`src/rtl/sprite_compositor_if.sv`:
```
// Bus bundle for sprite_compositor: slot config port, pixel request, ROM ports and result.
// The slave modport is the compositor; the master modport is the game/video/ROM side.
interface sprite_compositor_if #(
    parameter int unsigned NUM_SPRITES = 8,
    parameter int unsigned COORD_W     = 11,
    parameter int unsigned SIZE_W      = 6,
    parameter int unsigned ADDR_W      = 14
);
    localparam int unsigned SLOT_W = (NUM_SPRITES > 1) ? $clog2(NUM_SPRITES) : 1;

    logic                cfg_valid;
    logic                cfg_ready;
    logic [SLOT_W-1:0]   cfg_slot;
    logic                cfg_enable;
    logic [COORD_W-1:0]  cfg_x;
    logic [COORD_W-1:0]  cfg_y;
    logic [SIZE_W-1:0]   cfg_w;
    logic [SIZE_W-1:0]   cfg_h;
    logic [ADDR_W-1:0]   cfg_base;
    logic                frame_start;
    logic                pix_valid;
    logic [COORD_W-1:0]  pix_x;
    logic [COORD_W-1:0]  pix_y;
    logic [14:0]         bg_rgb;
    logic [ADDR_W-1:0]   rom_addr_a;
    logic [ADDR_W-1:0]   rom_addr_b;
    logic [15:0]         rom_q_a;
    logic [15:0]         rom_q_b;
    logic                out_valid;
    logic [COORD_W-1:0]  out_x;
    logic [COORD_W-1:0]  out_y;
    logic [7:0]          out_r;
    logic [7:0]          out_g;
    logic [7:0]          out_b;
    logic                out_dirty;

    modport slave (
        input  cfg_valid, cfg_slot, cfg_enable, cfg_x, cfg_y, cfg_w, cfg_h, cfg_base,
        input  frame_start, pix_valid, pix_x, pix_y, bg_rgb, rom_q_a, rom_q_b,
        output cfg_ready, rom_addr_a, rom_addr_b,
        output out_valid, out_x, out_y, out_r, out_g, out_b, out_dirty
    );

    modport master (
        output cfg_valid, cfg_slot, cfg_enable, cfg_x, cfg_y, cfg_w, cfg_h, cfg_base,
        output frame_start, pix_valid, pix_x, pix_y, bg_rgb, rom_q_a, rom_q_b,
        input  cfg_ready, rom_addr_a, rom_addr_b,
        input  out_valid, out_x, out_y, out_r, out_g, out_b, out_dirty
    );
endinterface

```
`src/rtl/sprite_compositor.sv`:
```
// Per-pixel sprite compositor: shadow/active/prev slot banks, bounds test, two-level
// priority, dual-port sheet fetch and opaque-over-background composite with dirty flag.
module sprite_compositor #(
    parameter int unsigned NUM_SPRITES = 8,
    parameter int unsigned COORD_W     = 11,
    parameter int unsigned SIZE_W      = 6,
    parameter int unsigned ADDR_W      = 14,
    parameter int unsigned SHEET_W     = 512,
    parameter int unsigned ROM_LATENCY = 1
) (
    input logic                clock,
    input logic                reset,
    sprite_compositor_if.slave bus
);
    localparam int unsigned SLOT_W   = (NUM_SPRITES > 1) ? $clog2(NUM_SPRITES) : 1;
    localparam int unsigned SHEET_SH = $clog2(SHEET_W);
    localparam int unsigned CW1      = COORD_W + 1;

    typedef struct packed {
        logic               en;
        logic [COORD_W-1:0] x;
        logic [COORD_W-1:0] y;
        logic [SIZE_W-1:0]  w;
        logic [SIZE_W-1:0]  h;
    } rect_t;

    typedef struct packed {
        rect_t              r;
        logic [ADDR_W-1:0]  base;
    } slot_t;

    typedef struct packed {
        logic               vld;
        logic [SIZE_W-1:0]  dx;
        logic [SIZE_W-1:0]  dy;
        logic [ADDR_W-1:0]  base;
    } sel_t;

    typedef struct packed {
        logic               vld;
        logic [COORD_W-1:0] x;
        logic [COORD_W-1:0] y;
        logic [14:0]        bg;
        logic               a_vld;
        logic               b_vld;
        logic               dirty;
    } meta_t;

    slot_t r_sh [NUM_SPRITES];
    slot_t r_ac [NUM_SPRITES];
    rect_t r_pv [NUM_SPRITES];

    logic  w_slot_ok;
    slot_t w_cfg;

    assign bus.cfg_ready = !reset && !bus.frame_start;
    assign w_slot_ok     = ({1'b0, bus.cfg_slot} < (SLOT_W + 1)'(NUM_SPRITES));

    always_comb begin
        w_cfg        = '0;
        w_cfg.r.en   = bus.cfg_enable;
        w_cfg.r.x    = bus.cfg_x;
        w_cfg.r.y    = bus.cfg_y;
        w_cfg.r.w    = bus.cfg_w;
        w_cfg.r.h    = bus.cfg_h;
        w_cfg.base   = bus.cfg_base;
    end

    // cfg_ready is low during frame_start, so a write can never race the commit.
    always_ff @(posedge clock) begin
        if (reset) begin
            for (int unsigned i = 0; i < NUM_SPRITES; i++) begin
                r_sh[i] <= '0;
                r_ac[i] <= '0;
                r_pv[i] <= '0;
            end
        end else if (bus.frame_start) begin
            for (int unsigned i = 0; i < NUM_SPRITES; i++) begin
                r_pv[i] <= r_ac[i].r;
                r_ac[i] <= r_sh[i];
            end
        end else if (bus.cfg_valid && w_slot_ok) begin
            r_sh[bus.cfg_slot] <= w_cfg;
        end
    end

    function automatic logic f_hit(rect_t s, logic [COORD_W-1:0] px, logic [COORD_W-1:0] py);
        logic [CW1-1:0] ex;
        logic [CW1-1:0] ey;
        ex = {1'b0, s.x} + CW1'(s.w);
        ey = {1'b0, s.y} + CW1'(s.h);
        return s.en && (px >= s.x) && ({1'b0, px} < ex) && (py >= s.y) && ({1'b0, py} < ey);
    endfunction

    function automatic logic [ADDR_W-1:0] f_addr(sel_t s);
        return s.vld ? s.base + (ADDR_W'(s.dy) << SHEET_SH) + ADDR_W'(s.dx) : '0;
    endfunction

    slot_t                  w_cur [NUM_SPRITES];
    rect_t                  w_old [NUM_SPRITES];
    logic [NUM_SPRITES-1:0] w_hit;
    logic [NUM_SPRITES-1:0] w_phit;
    sel_t                   w_sel_a;
    sel_t                   w_sel_b;

    // A pixel arriving with frame_start sees the post-commit banks.
    always_comb begin
        w_hit   = '0;
        w_phit  = '0;
        w_sel_a = '0;
        w_sel_b = '0;
        for (int unsigned i = 0; i < NUM_SPRITES; i++) begin
            w_cur[i]  = bus.frame_start ? r_sh[i] : r_ac[i];
            w_old[i]  = bus.frame_start ? r_ac[i].r : r_pv[i];
            w_hit[i]  = bus.pix_valid && f_hit(w_cur[i].r, bus.pix_x, bus.pix_y);
            w_phit[i] = bus.pix_valid && f_hit(w_old[i], bus.pix_x, bus.pix_y);
            if (w_hit[i]) begin
                if (!w_sel_a.vld) begin
                    w_sel_a.vld  = 1'b1;
                    w_sel_a.dx   = SIZE_W'(bus.pix_x - w_cur[i].r.x);
                    w_sel_a.dy   = SIZE_W'(bus.pix_y - w_cur[i].r.y);
                    w_sel_a.base = w_cur[i].base;
                end else if (!w_sel_b.vld) begin
                    w_sel_b.vld  = 1'b1;
                    w_sel_b.dx   = SIZE_W'(bus.pix_x - w_cur[i].r.x);
                    w_sel_b.dy   = SIZE_W'(bus.pix_y - w_cur[i].r.y);
                    w_sel_b.base = w_cur[i].base;
                end
            end
        end
    end

    // Slot offsets are captured in S1 so a commit while the pixel is in flight cannot
    // change which slot geometry feeds its ROM address.
    logic               r_s1_vld;
    logic [COORD_W-1:0] r_s1_x;
    logic [COORD_W-1:0] r_s1_y;
    logic [14:0]        r_s1_bg;
    logic               r_s1_dirty;
    sel_t               r_s1_a;
    sel_t               r_s1_b;
    meta_t              r_s2;
    logic [ADDR_W-1:0]  r_rom_addr_a;
    logic [ADDR_W-1:0]  r_rom_addr_b;
    meta_t              r_dly [ROM_LATENCY];

    always_ff @(posedge clock) begin
        if (reset) begin
            r_s1_vld     <= 1'b0;
            r_s1_x       <= '0;
            r_s1_y       <= '0;
            r_s1_bg      <= '0;
            r_s1_dirty   <= 1'b0;
            r_s1_a       <= '0;
            r_s1_b       <= '0;
            r_s2         <= '0;
            r_rom_addr_a <= '0;
            r_rom_addr_b <= '0;
            for (int unsigned k = 0; k < ROM_LATENCY; k++) begin
                r_dly[k] <= '0;
            end
        end else begin
            r_s1_vld     <= bus.pix_valid;
            r_s1_x       <= bus.pix_x;
            r_s1_y       <= bus.pix_y;
            r_s1_bg      <= bus.bg_rgb;
            r_s1_dirty   <= (|w_hit) || (|w_phit);
            r_s1_a       <= w_sel_a;
            r_s1_b       <= w_sel_b;
            r_s2         <= '{vld: r_s1_vld, x: r_s1_x, y: r_s1_y, bg: r_s1_bg,
                              a_vld: r_s1_a.vld, b_vld: r_s1_b.vld, dirty: r_s1_dirty};
            r_rom_addr_a <= f_addr(r_s1_a);
            r_rom_addr_b <= f_addr(r_s1_b);
            r_dly[0]     <= r_s2;
            for (int unsigned k = 1; k < ROM_LATENCY; k++) begin
                r_dly[k] <= r_dly[k-1];
            end
        end
    end

    assign bus.rom_addr_a = r_rom_addr_a;
    assign bus.rom_addr_b = r_rom_addr_b;

    meta_t              w_last;
    logic [14:0]        w_rgb;
    logic               r_out_valid;
    logic [COORD_W-1:0] r_out_x;
    logic [COORD_W-1:0] r_out_y;
    logic [7:0]         r_out_r;
    logic [7:0]         r_out_g;
    logic [7:0]         r_out_b;
    logic               r_out_dirty;

    always_comb begin
        w_last = r_dly[ROM_LATENCY-1];
        w_rgb  = w_last.bg;
        if (w_last.a_vld && bus.rom_q_a[15]) begin
            w_rgb = bus.rom_q_a[14:0];
        end else if (w_last.b_vld && bus.rom_q_b[15]) begin
            w_rgb = bus.rom_q_b[14:0];
        end
    end

    always_ff @(posedge clock) begin
        if (reset) begin
            r_out_valid <= 1'b0;
            r_out_x     <= '0;
            r_out_y     <= '0;
            r_out_r     <= '0;
            r_out_g     <= '0;
            r_out_b     <= '0;
            r_out_dirty <= 1'b0;
        end else begin
            r_out_valid <= w_last.vld;
            r_out_x     <= w_last.x;
            r_out_y     <= w_last.y;
            r_out_r     <= {w_rgb[14:10], 3'b000};
            r_out_g     <= {w_rgb[9:5], 3'b000};
            r_out_b     <= {w_rgb[4:0], 3'b000};
            r_out_dirty <= w_last.dirty;
        end
    end

    assign bus.out_valid = r_out_valid;
    assign bus.out_x     = r_out_x;
    assign bus.out_y     = r_out_y;
    assign bus.out_r     = r_out_r;
    assign bus.out_g     = r_out_g;
    assign bus.out_b     = r_out_b;
    assign bus.out_dirty = r_out_dirty;
endmodule

```
`src/flat_wrapper.sv`:
```
// flat-port wrapper written by rule: the top's interface ports become plain ports
module sprite_compositor_flat 
#(
    parameter int unsigned NUM_SPRITES = 8,
    parameter int unsigned COORD_W     = 11,
    parameter int unsigned SIZE_W      = 6,
    parameter int unsigned ADDR_W      = 14,
    parameter int unsigned SHEET_W     = 512,
    parameter int unsigned ROM_LATENCY = 1
)
  (clock, reset, bus_cfg_valid, bus_cfg_slot, bus_cfg_enable, bus_cfg_x, bus_cfg_y, bus_cfg_w, bus_cfg_h, bus_cfg_base, bus_frame_start, bus_pix_valid, bus_pix_x, bus_pix_y, bus_bg_rgb, bus_rom_q_a, bus_rom_q_b, bus_cfg_ready, bus_rom_addr_a, bus_rom_addr_b, bus_out_valid, bus_out_x, bus_out_y, bus_out_r, bus_out_g, bus_out_b, bus_out_dirty);
  sprite_compositor_if #(.NUM_SPRITES(NUM_SPRITES), .COORD_W(COORD_W), .SIZE_W(SIZE_W), .ADDR_W(ADDR_W)) bus_i ();
  input logic clock;
  input logic reset;
  input wire logic [$bits(bus_i.cfg_valid)-1:0] bus_cfg_valid;
  input wire logic [$bits(bus_i.cfg_slot)-1:0] bus_cfg_slot;
  input wire logic [$bits(bus_i.cfg_enable)-1:0] bus_cfg_enable;
  input wire logic [$bits(bus_i.cfg_x)-1:0] bus_cfg_x;
  input wire logic [$bits(bus_i.cfg_y)-1:0] bus_cfg_y;
  input wire logic [$bits(bus_i.cfg_w)-1:0] bus_cfg_w;
  input wire logic [$bits(bus_i.cfg_h)-1:0] bus_cfg_h;
  input wire logic [$bits(bus_i.cfg_base)-1:0] bus_cfg_base;
  input wire logic [$bits(bus_i.frame_start)-1:0] bus_frame_start;
  input wire logic [$bits(bus_i.pix_valid)-1:0] bus_pix_valid;
  input wire logic [$bits(bus_i.pix_x)-1:0] bus_pix_x;
  input wire logic [$bits(bus_i.pix_y)-1:0] bus_pix_y;
  input wire logic [$bits(bus_i.bg_rgb)-1:0] bus_bg_rgb;
  input wire logic [$bits(bus_i.rom_q_a)-1:0] bus_rom_q_a;
  input wire logic [$bits(bus_i.rom_q_b)-1:0] bus_rom_q_b;
  output wire logic [$bits(bus_i.cfg_ready)-1:0] bus_cfg_ready;
  output wire logic [$bits(bus_i.rom_addr_a)-1:0] bus_rom_addr_a;
  output wire logic [$bits(bus_i.rom_addr_b)-1:0] bus_rom_addr_b;
  output wire logic [$bits(bus_i.out_valid)-1:0] bus_out_valid;
  output wire logic [$bits(bus_i.out_x)-1:0] bus_out_x;
  output wire logic [$bits(bus_i.out_y)-1:0] bus_out_y;
  output wire logic [$bits(bus_i.out_r)-1:0] bus_out_r;
  output wire logic [$bits(bus_i.out_g)-1:0] bus_out_g;
  output wire logic [$bits(bus_i.out_b)-1:0] bus_out_b;
  output wire logic [$bits(bus_i.out_dirty)-1:0] bus_out_dirty;
  assign bus_i.cfg_valid = bus_cfg_valid;
  assign bus_i.cfg_slot = bus_cfg_slot;
  assign bus_i.cfg_enable = bus_cfg_enable;
  assign bus_i.cfg_x = bus_cfg_x;
  assign bus_i.cfg_y = bus_cfg_y;
  assign bus_i.cfg_w = bus_cfg_w;
  assign bus_i.cfg_h = bus_cfg_h;
  assign bus_i.cfg_base = bus_cfg_base;
  assign bus_i.frame_start = bus_frame_start;
  assign bus_i.pix_valid = bus_pix_valid;
  assign bus_i.pix_x = bus_pix_x;
  assign bus_i.pix_y = bus_pix_y;
  assign bus_i.bg_rgb = bus_bg_rgb;
  assign bus_i.rom_q_a = bus_rom_q_a;
  assign bus_i.rom_q_b = bus_rom_q_b;
  assign bus_cfg_ready = bus_i.cfg_ready;
  assign bus_rom_addr_a = bus_i.rom_addr_a;
  assign bus_rom_addr_b = bus_i.rom_addr_b;
  assign bus_out_valid = bus_i.out_valid;
  assign bus_out_x = bus_i.out_x;
  assign bus_out_y = bus_i.out_y;
  assign bus_out_r = bus_i.out_r;
  assign bus_out_g = bus_i.out_g;
  assign bus_out_b = bus_i.out_b;
  assign bus_out_dirty = bus_i.out_dirty;
  sprite_compositor #(.NUM_SPRITES(NUM_SPRITES), .COORD_W(COORD_W), .SIZE_W(SIZE_W), .ADDR_W(ADDR_W), .SHEET_W(SHEET_W), .ROM_LATENCY(ROM_LATENCY)) u_core (.clock(clock), .reset(reset), .bus(bus_i));
endmodule
```
`config.mk`:
```
export PLATFORM = sky130hd
export DESIGN_NAME = sprite_compositor_flat
export DESIGN_NICKNAME = d
export VERILOG_FILES = /design/src/rtl/sprite_compositor_if.sv /design/src/rtl/sprite_compositor.sv /design/src/flat_wrapper.sv
export SDC_FILE = /design/constraint.sdc
export NUM_CORES = 2
export LEC_CHECK = 0
export BUFFER_PORTS_ARGS = -buffer_cell sky130_fd_sc_hd__buf_2
export CORE_ASPECT_RATIO = 1.5
export CORE_UTILIZATION = 43
export CTS_BUF_LIST = sky130_fd_sc_hd__clkbuf_4
export DETAILED_ROUTE_END_ITERATION = 8
export PLACE_DENSITY = 0.67
export RECOVER_POWER = 100
export SLEW_MARGIN = 20
export SYNTH_ARGS = -nofsm -noshare
export SYNTH_HDL_FRONTEND = slang
export SYNTH_SLANG_ARGS = --single-unit
```
`constraint.sdc`:
```
create_clock -name clock -period 25.1 [get_ports clock]
set_clock_uncertainty 0.05 [all_clocks]
set_input_delay 5.02 -clock clock [delete_from_list [all_inputs] [get_ports clock]]
set_output_delay 5.02 -clock clock [all_outputs]
set_load 0.005 [all_outputs]
```
==> run summary <==
Status -> finished, violations left
Failing checks -> capacitance limit, slew limit
Clock Power Share -> 32.9%
EDFF count, synth -> 1064
Vias -> 60800
Number of global-route vias before repair -> 61100
Crit end category -> register
Pwr/cell area -> 63.3 nW/um^2
Post-synthesis register bit count -> 1304
DP Wirelength -> 190 mm
Clock latency on the worst-skew pair -> 1.28 ns
Core ar. -> 190000 um^2
Hold-fix buffers, CTS -> 0
Peak supply drop -> 0.0486 mV
P_sw -> 1.80 mW
Static leakage -> 38.0 nW
Chip Width -> 359 um
Most common cell in the netlist -> edfxtp_1
Max transition margin -> -310%
Startpoint Class -> primary input
Total GRT Usage -> 27.3%
Sequential-to-total area share from yosys stat -> 44.6%
Gate power share -> 22.6%
Final slew viol count -> 1832
WL met2 -> 133 mm
Pre-CTS setup slack -> 11.05 ns
Post-DR wirelength/cell -> 25.6 um
Post-Syn Area -> 82400 um^2
Full die area -> 193000 um^2
Die height -> 538 um
Average size of a mapped cell -> 11.1 um^2
Most frequent cells after synthesis -> edfxtp_1 (1064), ha_1 (884), and2_1 (871)
Overall power -> 5.72 mW
GRT overflow -> 0
Mapped Cells -> 7413
Initial Util -> 43.3%
Final Setup Violations -> 0
Pre-Repair DR Iteration Count -> 6
Share of cells above drive strength 1 -> 13.1%
Number of fill cells in the layout -> 17600
CTS tree -> done
Clock Tree Buf Depth -> 4
Period minus WS final -> 18.77 ns
Final WS setup -> 6.33 ns
# Post-CTS Setup Buffers -> 0
Standard-cell rows -> 196
Netlist cell types -> 93
Max cap viols -> 45
Largest net degree at the start of global routing -> 167
Area leader, netlist -> edfxtp_1
Top post-synthesis cells by area -> edfxtp_1 (39%), ha_1 (13%), and2_1 (6.6%), dfxtp_1 (5.8%), mux2i_1 (4.8%)
Sw Share -> 31.4%
DRT antenna net count -> 0
# IOs -> 203
Highest metal used -> met5
Hold violation total from the final report -> 0
Initial antenna violation count -> 49
Critical Path Fanout Max -> 72
Total clock buffers created by CTS -> 338
WL final -> 270 mm
Design internal power -> 3.92 mW
P&R area growth vs syn -> 9.55%
Clock transition at path regs -> 0.07 ns
Ys async rst share -> 0%
Worst Path Arrival -> 19.57 ns
Top FF cell, synth -> edfxtp_1
Critical path class -> in2reg
# DRC -> 0
CP required -> 25.90 ns
Clk root buf -> clkbuf_4
Gates resized, CTS repair -> 0
Setup Total Neg Slack -> 0 ns
RSZ-0062 raised after global routing -> no
Final Cycle Share -> 74.8%
# port buffers -> 193
Clk sink count -> 1304
Met3 WL -> 17.4 mm
Nets -> 8835
Ys Warns -> 0
Metal-1 WL -> 99.2 mm
First DRT Iteration DRCs -> 4272
H-tree Lvls -> 5
First-pass GRT wire length -> 392 mm
Via/cell ratio -> 5.76
Yosys top cell area share -> 38.8%
Worst Tran Pin Value -> 6.15 ns
FMAX -> 53.3 MHz
HP Class -> reg2reg
Placer Congestion -> 0.968
Sequential share of power -> 44.5%
metrics by stage:
step / std cells / hold WS, ns / instance area, um^2 / utilization, %
finish: 10500 / 0.346 / 90300 / 47.4
global route: 10500 / 0.343 / 90200 / 47.4
CTS: 10500 / 0.325 / 90500 / 47.6
detailed placement: 9909 / 0.372 / 86300 / 45.3
global placement: 9905 / 0.366 / 86200 / 45.3
floorplan: 7421 / 0.364 / 82400 / -
layout by cell type (no fill, tap or decap), types with 22 or more instances in the layout:
master,count
edfxtp_1,1064
ha_1,884
and2_1,506
clkbuf_4,485
mux2i_1,398
nor2b_1,383
and2_0,365
a21oi_1,362
inv_1,330
nor2_1,328
o21ai_0,270
mux2_2,253
dfxtp_1,240
nand2_1,223
xnor2_1,185
xor2_1,161
buf_2,150
a21o_1,141
nor3_1,95
nand2b_1,91
clkbuf_1,75
nand3_1,72
buf_4,72
clkinv_1,66
o21bai_1,56
o21a_1,55
diode_2,52
fa_1,50
a211oi_1,45
nand4_1,39
or3_1,38
o22ai_1,36
o211ai_1,34
a221oi_1,33
a31oi_1,23
and3_1,22
state kept, by name, indices dropped and copies added (netlist names), 11 cells and up:
register / count
u_core.r_ac: 392
u_core.r_sh: 392
u_core.r_pv: 280
u_core.r_dly: 41
u_core.r_s2: 41
u_core.r_s1_a: 26
u_core.r_s1_b: 26
u_core.r_s1_bg: 15
u_core.bus.rom_addr_a: 14
u_core.bus.rom_addr_b: 14
u_core.bus.out_x: 11
u_core.bus.out_y: 11
u_core.r_s1_x: 11
u_core.r_s1_y: 11
final timing paths:
path,cells past startpoint,to,slack [ns],start
max reg2reg,19,u_core.r_s1_b[6]$_SDFF_PP0_,16.21,u_core.r_ac[0][27]$_SDFFCE_PN0P_
max,20,u_core.r_s1_b[6]$_SDFF_PP0_,6.33,bus_frame_start
min,1,u_core.r_s2[17]$_SDFF_PP0_,0.35,u_core.r_s1_bg[14]$_SDFF_PP0_
min reg2reg,1,u_core.r_s2[17]$_SDFF_PP0_,0.35,u_core.r_s1_bg[14]$_SDFF_PP0_
area by class of cell:
cell class              instances  area [um^2]  share of cell area (%)
clock buffers                 485         3640                    4.03
multi-input cells            5498        43200                    47.8
flip-flops and latches       1304        36800                    40.7
repair buffers                302         1640                    1.82
clock inverters               102          592                   0.655
inverters                     331         1240                    1.38
diodes                         52          130                   0.144
well taps                    2475         3100                    3.43
routing by layer:
metal / GRT usage (%) / vias to the layer above
met4: 19.7 / 12
met1: 30.2 / 29800
met5: 0 / -
met3: 4.49 / 775
li1: - / 27900
met2: 47.7 / 2294
worst max-delay path, stage by stage:
cell       delay, ns
buf_8           0.45
clkbuf_1        2.25
clkbuf_1        2.36
clkbuf_1        2.41
mux2i_1         0.61
nand2b_1        0.34
xnor2_1         0.14
ha_1            0.32
o2111ai_1       0.12
nor2_1          0.11
nand2_1         0.08
a31oi_1         0.17
a32o_1          0.37
or2_0           2.06
maj3_1          0.49
a211oi_1        0.15
a2111oi_4       0.75
clkbuf_1        0.88
a221o_1         0.23
a21oi_1         0.07
power by group through the flow:
stage          combinational [mW]  clock, mW  sequential, mW
3_5_place_dp                 1.28          0            2.58
4_1_cts                      1.28       1.92            2.54
5_1_grt                      1.41       2.02            2.56
3_3_place_gp                 1.24          0            2.58
6_report                     1.29       1.88            2.54
2_1_floorplan               0.836          0            2.59
kinds of logic after synthesis:
| logic type | Yosys count | synth area share (%) |
|---|---|---|
| other | 1 | 0.00455 |
| adders and majority gates | 935 | 14.6 |
| xor gates and xnor gates | 346 | 3.68 |
| AOI/OAI and AO/OA | 1301 | 10.3 |
| DFF | 1304 | 44.6 |
| muxes | 652 | 8.31 |
| and+or+nand+nor | 2255 | 15.3 |
| buffers and inverters | 619 | 3.14 |
(Power assumes the default switching activity.)
